File: config.mk
export PLATFORM = sky130hd
export DESIGN_NAME = safe_pin_ctrl
export DESIGN_NICKNAME = d
export VERILOG_FILES = /design/src/rtl/safe_pin_ctrl.sv
export SDC_FILE = /design/constraint.sdc
export NUM_CORES = 1
export LEC_CHECK = 0
export ABC_AREA = 1
export CELL_PAD_IN_SITES_DETAIL_PLACEMENT = 1
export CELL_PAD_IN_SITES_GLOBAL_PLACEMENT = 1
export CORE_MARGIN = 2
export CORE_UTILIZATION = 43
export CTS_CLUSTER_DIAMETER = 150
export DETAILED_ROUTE_END_ITERATION = 10
export PLACE_DENSITY_LB_ADDON = 0.1
export SYNTH_ARGS = -nofsm -noshare
export SYNTH_HDL_FRONTEND = slang
export SYNTH_SLANG_ARGS = --single-unit
File: constraint.sdc
create_clock -name clk -period 2.62 [get_ports clk]
set_input_delay 0.262 -clock clk [delete_from_list [all_inputs] [get_ports clk]]
set_output_delay 0.262 -clock clk [all_outputs]
set_load 0.05 [all_outputs]
File: src/rtl/safe_pin_ctrl.sv
// Safe PIN controller: SETUP stores a DIGITS-long PIN, LOCKED checks complete entries against it,
// OPEN scrolls the PIN on a 7-segment display, ALARM ignores input for a lockout period.
module safe_pin_ctrl #(
  parameter int DIGITS      = 3,
  parameter int MAX_TRIES   = 3,
  parameter int SECONDS     = 50_000_000,
  parameter int SHOW_SEC    = 2,
  parameter int LOCKOUT_SEC = 10
) (
  input  logic       clk,
  input  logic       rst,
  input  logic       enter,
  input  logic       lock,
  input  logic [3:0] data,
  output logic [1:0] state,
  output logic [3:0] disp_digit,
  output logic [3:0] entered,
  output logic [3:0] tries,
  output logic       alarm,
  output logic [6:0] seg
);

  localparam int W        = DIGITS * 4;
  localparam int SHOW_CYC = SHOW_SEC * SECONDS;
  localparam int LOCK_CYC = LOCKOUT_SEC * SECONDS;
  localparam int MAX_CYC  = (SHOW_CYC > LOCK_CYC) ? SHOW_CYC : LOCK_CYC;
  localparam int TW       = $clog2(MAX_CYC + 1);

  typedef enum logic [1:0] {
    ST_ALARM  = 2'b00,
    ST_SETUP  = 2'b01,
    ST_LOCKED = 2'b10,
    ST_OPEN   = 2'b11
  } state_e;

  state_e          state_q, state_d;
  logic [W-1:0]    pin_q, pin_d;
  logic [W-1:0]    buf_q, buf_d;
  logic [3:0]      entered_q, entered_d;
  logic [3:0]      tries_q, tries_d;
  logic [TW-1:0]   timer_q, timer_d;
  logic [2:0]      idx_q, idx_d;
  logic [3:0]      last_q, last_d;
  logic            full;
  logic [3:0]      tries_inc;

  assign full      = (entered_q == 4'(DIGITS));
  assign tries_inc = tries_q + 4'd1;

  always_ff @(posedge clk or negedge rst) begin
    if (!rst) begin
      state_q   <= ST_SETUP;
      pin_q     <= '0;
      buf_q     <= '0;
      entered_q <= '0;
      tries_q   <= '0;
      timer_q   <= '0;
      idx_q     <= '0;
      last_q    <= '0;
    end else begin
      state_q   <= state_d;
      pin_q     <= pin_d;
      buf_q     <= buf_d;
      entered_q <= entered_d;
      tries_q   <= tries_d;
      timer_q   <= timer_d;
      idx_q     <= idx_d;
      last_q    <= last_d;
    end
  end

  // lock always wins over a simultaneous enter; the enter is dropped
  always_comb begin
    state_d   = state_q;
    pin_d     = pin_q;
    buf_d     = buf_q;
    entered_d = entered_q;
    tries_d   = tries_q;
    timer_d   = timer_q;
    idx_d     = idx_q;
    last_d    = last_q;
    unique case (state_q)
      ST_SETUP: begin
        if (lock) begin
          if (full) begin
            state_d   = ST_LOCKED;
            entered_d = '0;
            buf_d     = '0;
          end
        end else if (enter) begin
          pin_d  = W'({pin_q, data});
          last_d = data;
          if (!full) entered_d = entered_q + 4'd1;
        end
      end
      ST_LOCKED: begin
        if (full) begin
          entered_d = '0;
          buf_d     = '0;
          if (buf_q == pin_q) begin
            state_d = ST_OPEN;
            tries_d = '0;
            idx_d   = '0;
            timer_d = '0;
          end else begin
            tries_d = tries_inc;
            if (tries_inc == 4'(MAX_TRIES)) begin
              state_d = ST_ALARM;
              timer_d = '0;
            end
          end
        end else if (enter && !lock) begin
          buf_d     = W'({buf_q, data});
          entered_d = entered_q + 4'd1;
        end
      end
      ST_OPEN: begin
        if (lock) begin
          state_d   = ST_LOCKED;
          entered_d = '0;
          buf_d     = '0;
        end else if (enter) begin
          state_d   = ST_SETUP;
          entered_d = '0;
        end else if (timer_q == TW'(SHOW_CYC - 1)) begin
          timer_d = '0;
          idx_d   = (idx_q == 3'(DIGITS - 1)) ? 3'd0 : idx_q + 3'd1;
        end else begin
          timer_d = timer_q + 1'b1;
        end
      end
      ST_ALARM: begin
        if (timer_q == TW'(LOCK_CYC - 1)) begin
          state_d = ST_LOCKED;
          tries_d = '0;
          timer_d = '0;
        end else begin
          timer_d = timer_q + 1'b1;
        end
      end
      default: state_d = ST_SETUP;
    endcase
  end

  // display index 0 is the oldest digit, which sits at the top of the shift register
  always_comb begin
    disp_digit = 4'd0;
    unique case (state_q)
      ST_SETUP: disp_digit = last_q;
      ST_OPEN: begin
        for (int i = 0; i < DIGITS; i++) begin
          if (idx_q == 3'(i)) disp_digit = pin_q[(DIGITS-1-i)*4 +: 4];
        end
      end
      default: disp_digit = 4'd0;
    endcase
  end

  function automatic logic [6:0] hex_glyph(input logic [3:0] d);
    logic [6:0] g;
    case (d)
      4'h0: g = 7'h40;
      4'h1: g = 7'h79;
      4'h2: g = 7'h24;
      4'h3: g = 7'h30;
      4'h4: g = 7'h19;
      4'h5: g = 7'h12;
      4'h6: g = 7'h02;
      4'h7: g = 7'h78;
      4'h8: g = 7'h00;
      4'h9: g = 7'h10;
      4'hA: g = 7'h08;
      4'hB: g = 7'h03;
      4'hC: g = 7'h46;
      4'hD: g = 7'h21;
      4'hE: g = 7'h06;
      default: g = 7'h0E;
    endcase
    return g;
  endfunction

  always_comb begin
    seg = 7'h7F;
    unique case (state_q)
      ST_SETUP, ST_OPEN: seg = hex_glyph(disp_digit);
      ST_LOCKED:         seg = 7'h3F;
      default:           seg = 7'h00;
    endcase
  end

  assign state   = state_q;
  assign entered = entered_q;
  assign tries   = tries_q;
  assign alarm   = (state_q == ST_ALARM);

endmodule

# Word level (Yosys, flattened, before mapping)
# Memory sizes are Yosys's and may differ from the RTL's.
# Index checks and enable logic that the tools add are counted.
dict set report word_totals {
  reg_bits 70
  romBits 112
  out_inout_bits 22
  word_cells 103
  memories 1
}
dict set report op_classes {
  addsub 4
  n_eq_ne 25
  muxes 48
  bitwise 1
  reduce_logical 16
}
# memory words width rd rd_clocked_by_memory_dff write_ports line
set mem_list {}
lappend mem_list {{(name not given)} 16 7 1 0 0 161} ;# case (d)
# op count
set ops {}
lappend ops {{$mux W29} 7}
lappend ops {{$pmux W29 S3} 1}
lappend ops {{$mux W12} 5}
lappend ops {{$mux W4} 14}
lappend ops {{$pmux W12 S3} 1}
lappend ops {{$add A29 B1 Y29 const B} 1}
lappend ops {{$eq A29 B27 Y1 const B} 1}
lappend ops {{$eq A29 B29 Y1 const B} 1}
lappend ops {{$mux W3} 6}
lappend ops {{$ne A3 B3 Y1 const B} 6}
lappend ops {{$reduce_and A6 Y1} 3}
lappend ops {{$mux W2} 8}
lappend ops {{$ne A2 B2 Y1 const B} 8}
lappend ops {{$pmux W4 S2} 2}
lappend ops {{$pmux W7 S2} 1}
lappend ops {{$eq A12 B12 Y1} 1}
lappend ops {{$pmux W4 S3} 1}
lappend ops {{$reduce_and A5 Y1} 2}
lappend ops {{$add A4 B1 Y4 const B} 2}
lappend ops {{$eq A4 B2 Y1 const B} 2}
lappend ops {{$pmux W2 S4} 1}
lappend ops {{$pmux W3 S2} 1}
lappend ops {{$reduce_and A3 Y1} 2}
lappend ops {{$reduce_bool A3 Y1} 2}
lappend ops {{13 further kinds} 15}

# Depth between registers and ports, before layout
# An unclocked memory read counts as a cell.
dict set report depth {
  ltp_word 7
  depth_mapped 14
}

# Worst setup path before layout
# OpenSTA, ideal clock, no wires.
dict set report synth_path {
  path_kind {register to output}
  start {reg state_q[0] (netlist: state[0])}
  end {out seg[3]}
  arrival_ps 2998
  required_ps 2358
  path_slack_ps -640
  stages_incl_launch_ff 13
  path_buffers 2
  cell_sequence {dfstp_2 > ha_1 > buf_2 > buf_2 > nand3_1 > nand2_1 > inv_1 > ha_1 > nand2_1 > nand3_1 > nand2_1 > nand2_1 > nand2_1}
}
dict set report synth_via {
  elab_chain_cells 4
  word_cells_on_any_way 7
}
# element line
set synth_lines {}
lappend synth_lines {{from (decl)} 36} ;# state_e state_q, state_d;
lappend synth_lines {{from (signal assigned)} 61} ;# state_q <= state_d;
lappend synth_lines {{$eq A2 B2 Y1 or $eq A2 B1 Y1 (tied branches)} 148} ;# unique case (state_q)
lappend synth_lines {{$pmux W4 S2 *} 148}
lappend synth_lines {{named net disp_digit[0]} 16} ;# output logic [3:0] disp_digit,
lappend synth_lines {{$mem_v2 Z16 W7 *} -}
lappend synth_lines {{$pmux W7 S2 *} 184} ;# unique case (state_q)
lappend synth_lines {{to (decl)} 20} ;# output logic [6:0] seg
# Mark *: on every way through the listed nets, which the timed path passes. The rest lies on a longest branch.

# Worst setup path in the final report
dict set report layout_path {
  start {reg idx_q[1]}
  end {out seg[2]}
}
dict set report layout_via {
  elab_chain_cells 7
  word_cells_on_any_way 9
}
# element line
set layout_lines {}
lappend layout_lines {{from (decl)} 42} ;# logic [2:0] idx_q, idx_d;
lappend layout_lines {{from (signal assigned)} 67} ;# idx_q <= idx_d;
lappend layout_lines {{$logic_not A3 Y1} 152} ;# if (idx_q == 3'(i)) disp_digit = pin_q[(DIGITS-1-i)*4 +: 4];
lappend layout_lines {{$mux W4 (2 in series)} 152}
lappend layout_lines {{$mux W4 *} 152}
lappend layout_lines {{$pmux W4 S2 *} 148}
lappend layout_lines {{$mem_v2 Z16 W7 *} -}
lappend layout_lines {{$pmux W7 S2 *} 184}
# Every way passes the cells marked *; elsewhere a longest branch is shown, timed or not.

==> results.toml <==
[synth]
syn_nets = 807
synth_area_per_cell_um2 = 6.51
synth.area.top_cells = "dfrtp_1, nand2_1, nand3_1"
yosys.area.top_type_share = 0.319
synth_most_common_cell = "nand2_1"
ys_warn_count = 0
synth_top_cell_by_area = "dfrtp_1"
synth_cell_types = 39
syn_inst = 783
synth_seq_area_share = 0.324
async_flop_share = 1.00
netlist_top_cells_count = "nand2_1, nand3_1, inv_1, nor2_1, dfrtp_1"
synth_seq_cells = 66
ys.flop_type = "dfrtp_1"
synth_area_um2 = 5090
synth-edff-count = 0

[detailed_routing]
via_per_inst = 5.64
drt_iter0_drc = 320
dr.pass1.iters = 4
vias = 5553
wl_per_cell_um = 18.1
drc = 0
ant_nets = 0
drt-total-wl_um = 17800

[power_and_ir_drop]
switchingPower_mw = 0.553
share_seq_of_total_power = 0.461
vdd_drop_max_uv = 317
powerDensity_nw_per_um2 = 356
switching_share = 0.246
power.share.combinational = 0.031
p_leak_nw = 2.91
p_clk_frac = 0.508
intPower_mw = 1.69
total_power_mw = 2.25

[placement]
gp_congestion = 0.903
hpwl_um = 12400
place_ws_ps = 208
portBuffers = 29
place_inst = 955

[global_routing]
grt-ovfl-total = 0
gr-usage-all-layers = 0.283
grt_max_degree = 67
grt_pass1_wl_um = 28800
grt_pass1_vias = 5952
antenna_found_initial = 0

[sta]
drv_slew = 0
grt_setup_unrepaired = "yes"
timing.final.crit_share = 1.04
setup_viol = 7
fin_crit_ps = 2720
fin_hold_ws_ps = 470
tightestPinTransition_ps = 516
hold_viol = 0
tns_ps = -428
skew_ps = 9.12
setup_slack_ps = -97.5
maxClockFrequency_mhz = 368
max_slew_margin = 0.655

[worst_setup_path]
rrSetupSlack_ps = 60
crit_chain = "nor2_2 > nand2_2 > o21ai_2 > o211ai_1 > nand2_4 > inv_6 > ha_4 > inv_4 > nand2_2 > nand2_1 > nand3_1 > nand2_4 > buf_12"
start_kind = "register"
cp.arrival_ps = 2460
endpoint_kind = "primary output"
crit_slowest_cell = "dfrtp_2"
max_stage_delay_ps = 460
critPathRequiredTime_ps = 2360
crit_type = "reg2out"
path_max_fanout = 6

[clock_network]
path_clk_slew_ps = 60
root_buffer = "clkbuf_16"
cts_tree = "yes"
ctsLongestPathBuffers = 2
tritoncts.num_buffers = 9
insertion_delay_ps = 350
cts_htree_levels = 3
cts_sinks = 66

[cells_and_area]
syn_to_final_growth_pct = 24.0
final_layout_size_suffix_gt1_frac = 0.160
n_fill_cell = 1534
nets = 861
final_cells = 985
n_antenna_cell = 0

[floorplanning]
dieArea_um2 = 12700
core.rowCount = 39
io_pins = 30
start_util = 0.444
dieWidth_um = 113
coreArea_um2 = 11500
die_h_um = 113

[hold_path]
hp-class = "in2async"

[run_status]
failed_checks = "negative setup slack"
status = "finished, violations left"

[run]
cap_violations = 0
-- timing repair --
item | in CTS | in global routing
setup buffers | 6 | 7
cloned | 0 | 0
setup endpoints to repair | 7 | 8
hold buffers | 1 | 0
pin swaps | 3 | 12
resized for setup | 13 | 32
hold endpoints to repair | 65 | 0
-- kinds of logic (layout without fill, tap and decap cells) --
group                      Yosys count  after routing  share of synthesized area
and+or+nand+nor                    492            492                      0.427
adders and majority gates           16             16                     0.0393
xor gates and xnor gates            14             14                     0.0241
DFF                                 66             66                      0.324
buffers and inverters              113            172                     0.0914
AOI/OAI and AO/OA                   82             82                     0.0941
-- metal layers --
| layer | routed length [um] | GRT usage |
|---|---|---|
| met5 | 0 | 0 |
| met4 | 696 | 0.119 |
| met3 | 529 | 0.0498 |
| met2 | 9520 | 0.525 |
| met1 | 7100 | 0.318 |
-- power by group through the flow --
| stage | clock (mW) | sequential (mW) | combinational [mW] |
|---|---|---|---|
| 3_5_place_dp | 0 | 1.06 | 0.0686 |
| 6_report | 1.14 | 1.04 | 0.0689 |
| 5_1_grt | 1.21 | 1.04 | 0.0777 |
| 3_3_place_gp | 0 | 1.05 | 0.0657 |
| 4_1_cts | 1.15 | 1.04 | 0.0702 |
| 2_1_floorplan | 0 | 1.05 | 0.0233 |
-- layout by cell type (no fill, tap or decap), types with 5 or more instances in the layout --
cell	count
nor3_1	5
buf_4	31
nand2_1	253
a21oi_1	8
nand3_1	84
nand2_4	13
inv_2	9
nand2_2	13
clkbuf_16	9
o21ai_0	45
nor2_1	74
nand3_2	7
xor2_1	9
nand3b_1	6
inv_1	81
clkdlybuf4s50_1	16
o21ai_1	9
nand4_1	27
buf_12	13
xnor2_1	5
dfrtp_1	61
ha_1	10
-- state kept, by name, summed over array words and instances (netlist names) --
signal / flops
idx_q: 3
buf_q: 12
tries: 4
pin_q: 12
timer_q: 29
state: 2
entered: 4
-- worst max-delay path: cells and delay by family, from the launching register on --
kind	cells	cell delay, ps
buffers and inverters	3	260
AO/OA/AOI/OAI	2	390
AND/OR/NAND/NOR	7	800
adder cells (fa/ha/maj)	1	170
flip-flops	1	460
-- path summary, 6_finish.rpt --
check / to / from / cells after the start
max: seg[2] / idx_q[1] / 13
min: buf_q[2] / rst / 3
max reg2reg: idx_q[2] / state[0] / 10
min reg2reg: buf_q[11] / buf_q[7] / 2
max in group asynchronous: state[0] / rst / 3
min in group clk: pin_q[0] / data[0] / 3
-- metrics by stage --
| step | utilization | instance area, um2 |
|---|---|---|
| finish | 0.551 | 6320 |
| global route | 0.551 | 6320 |
| detailed placement | 0.504 | 5780 |
| CTS | 0.536 | 6150 |
| global placement | 0.504 | 5780 |
| floorplan | - | 5150 |
-- cell type report --
cell class / instances / area (um2) / area share
multi-input combinational: 604 / 3170 / 0.501
sequential: 66 / 1660 / 0.263
timing repair buffer: 62 / 668 / 0.106
inverter: 94 / 368 / 0.0582
clock buffer: 10 / 229 / 0.0362
tap: 143 / 179 / 0.0283
clock inverter: 6 / 43.8 / 0.00693
Power figures use the tool's default switching activity.
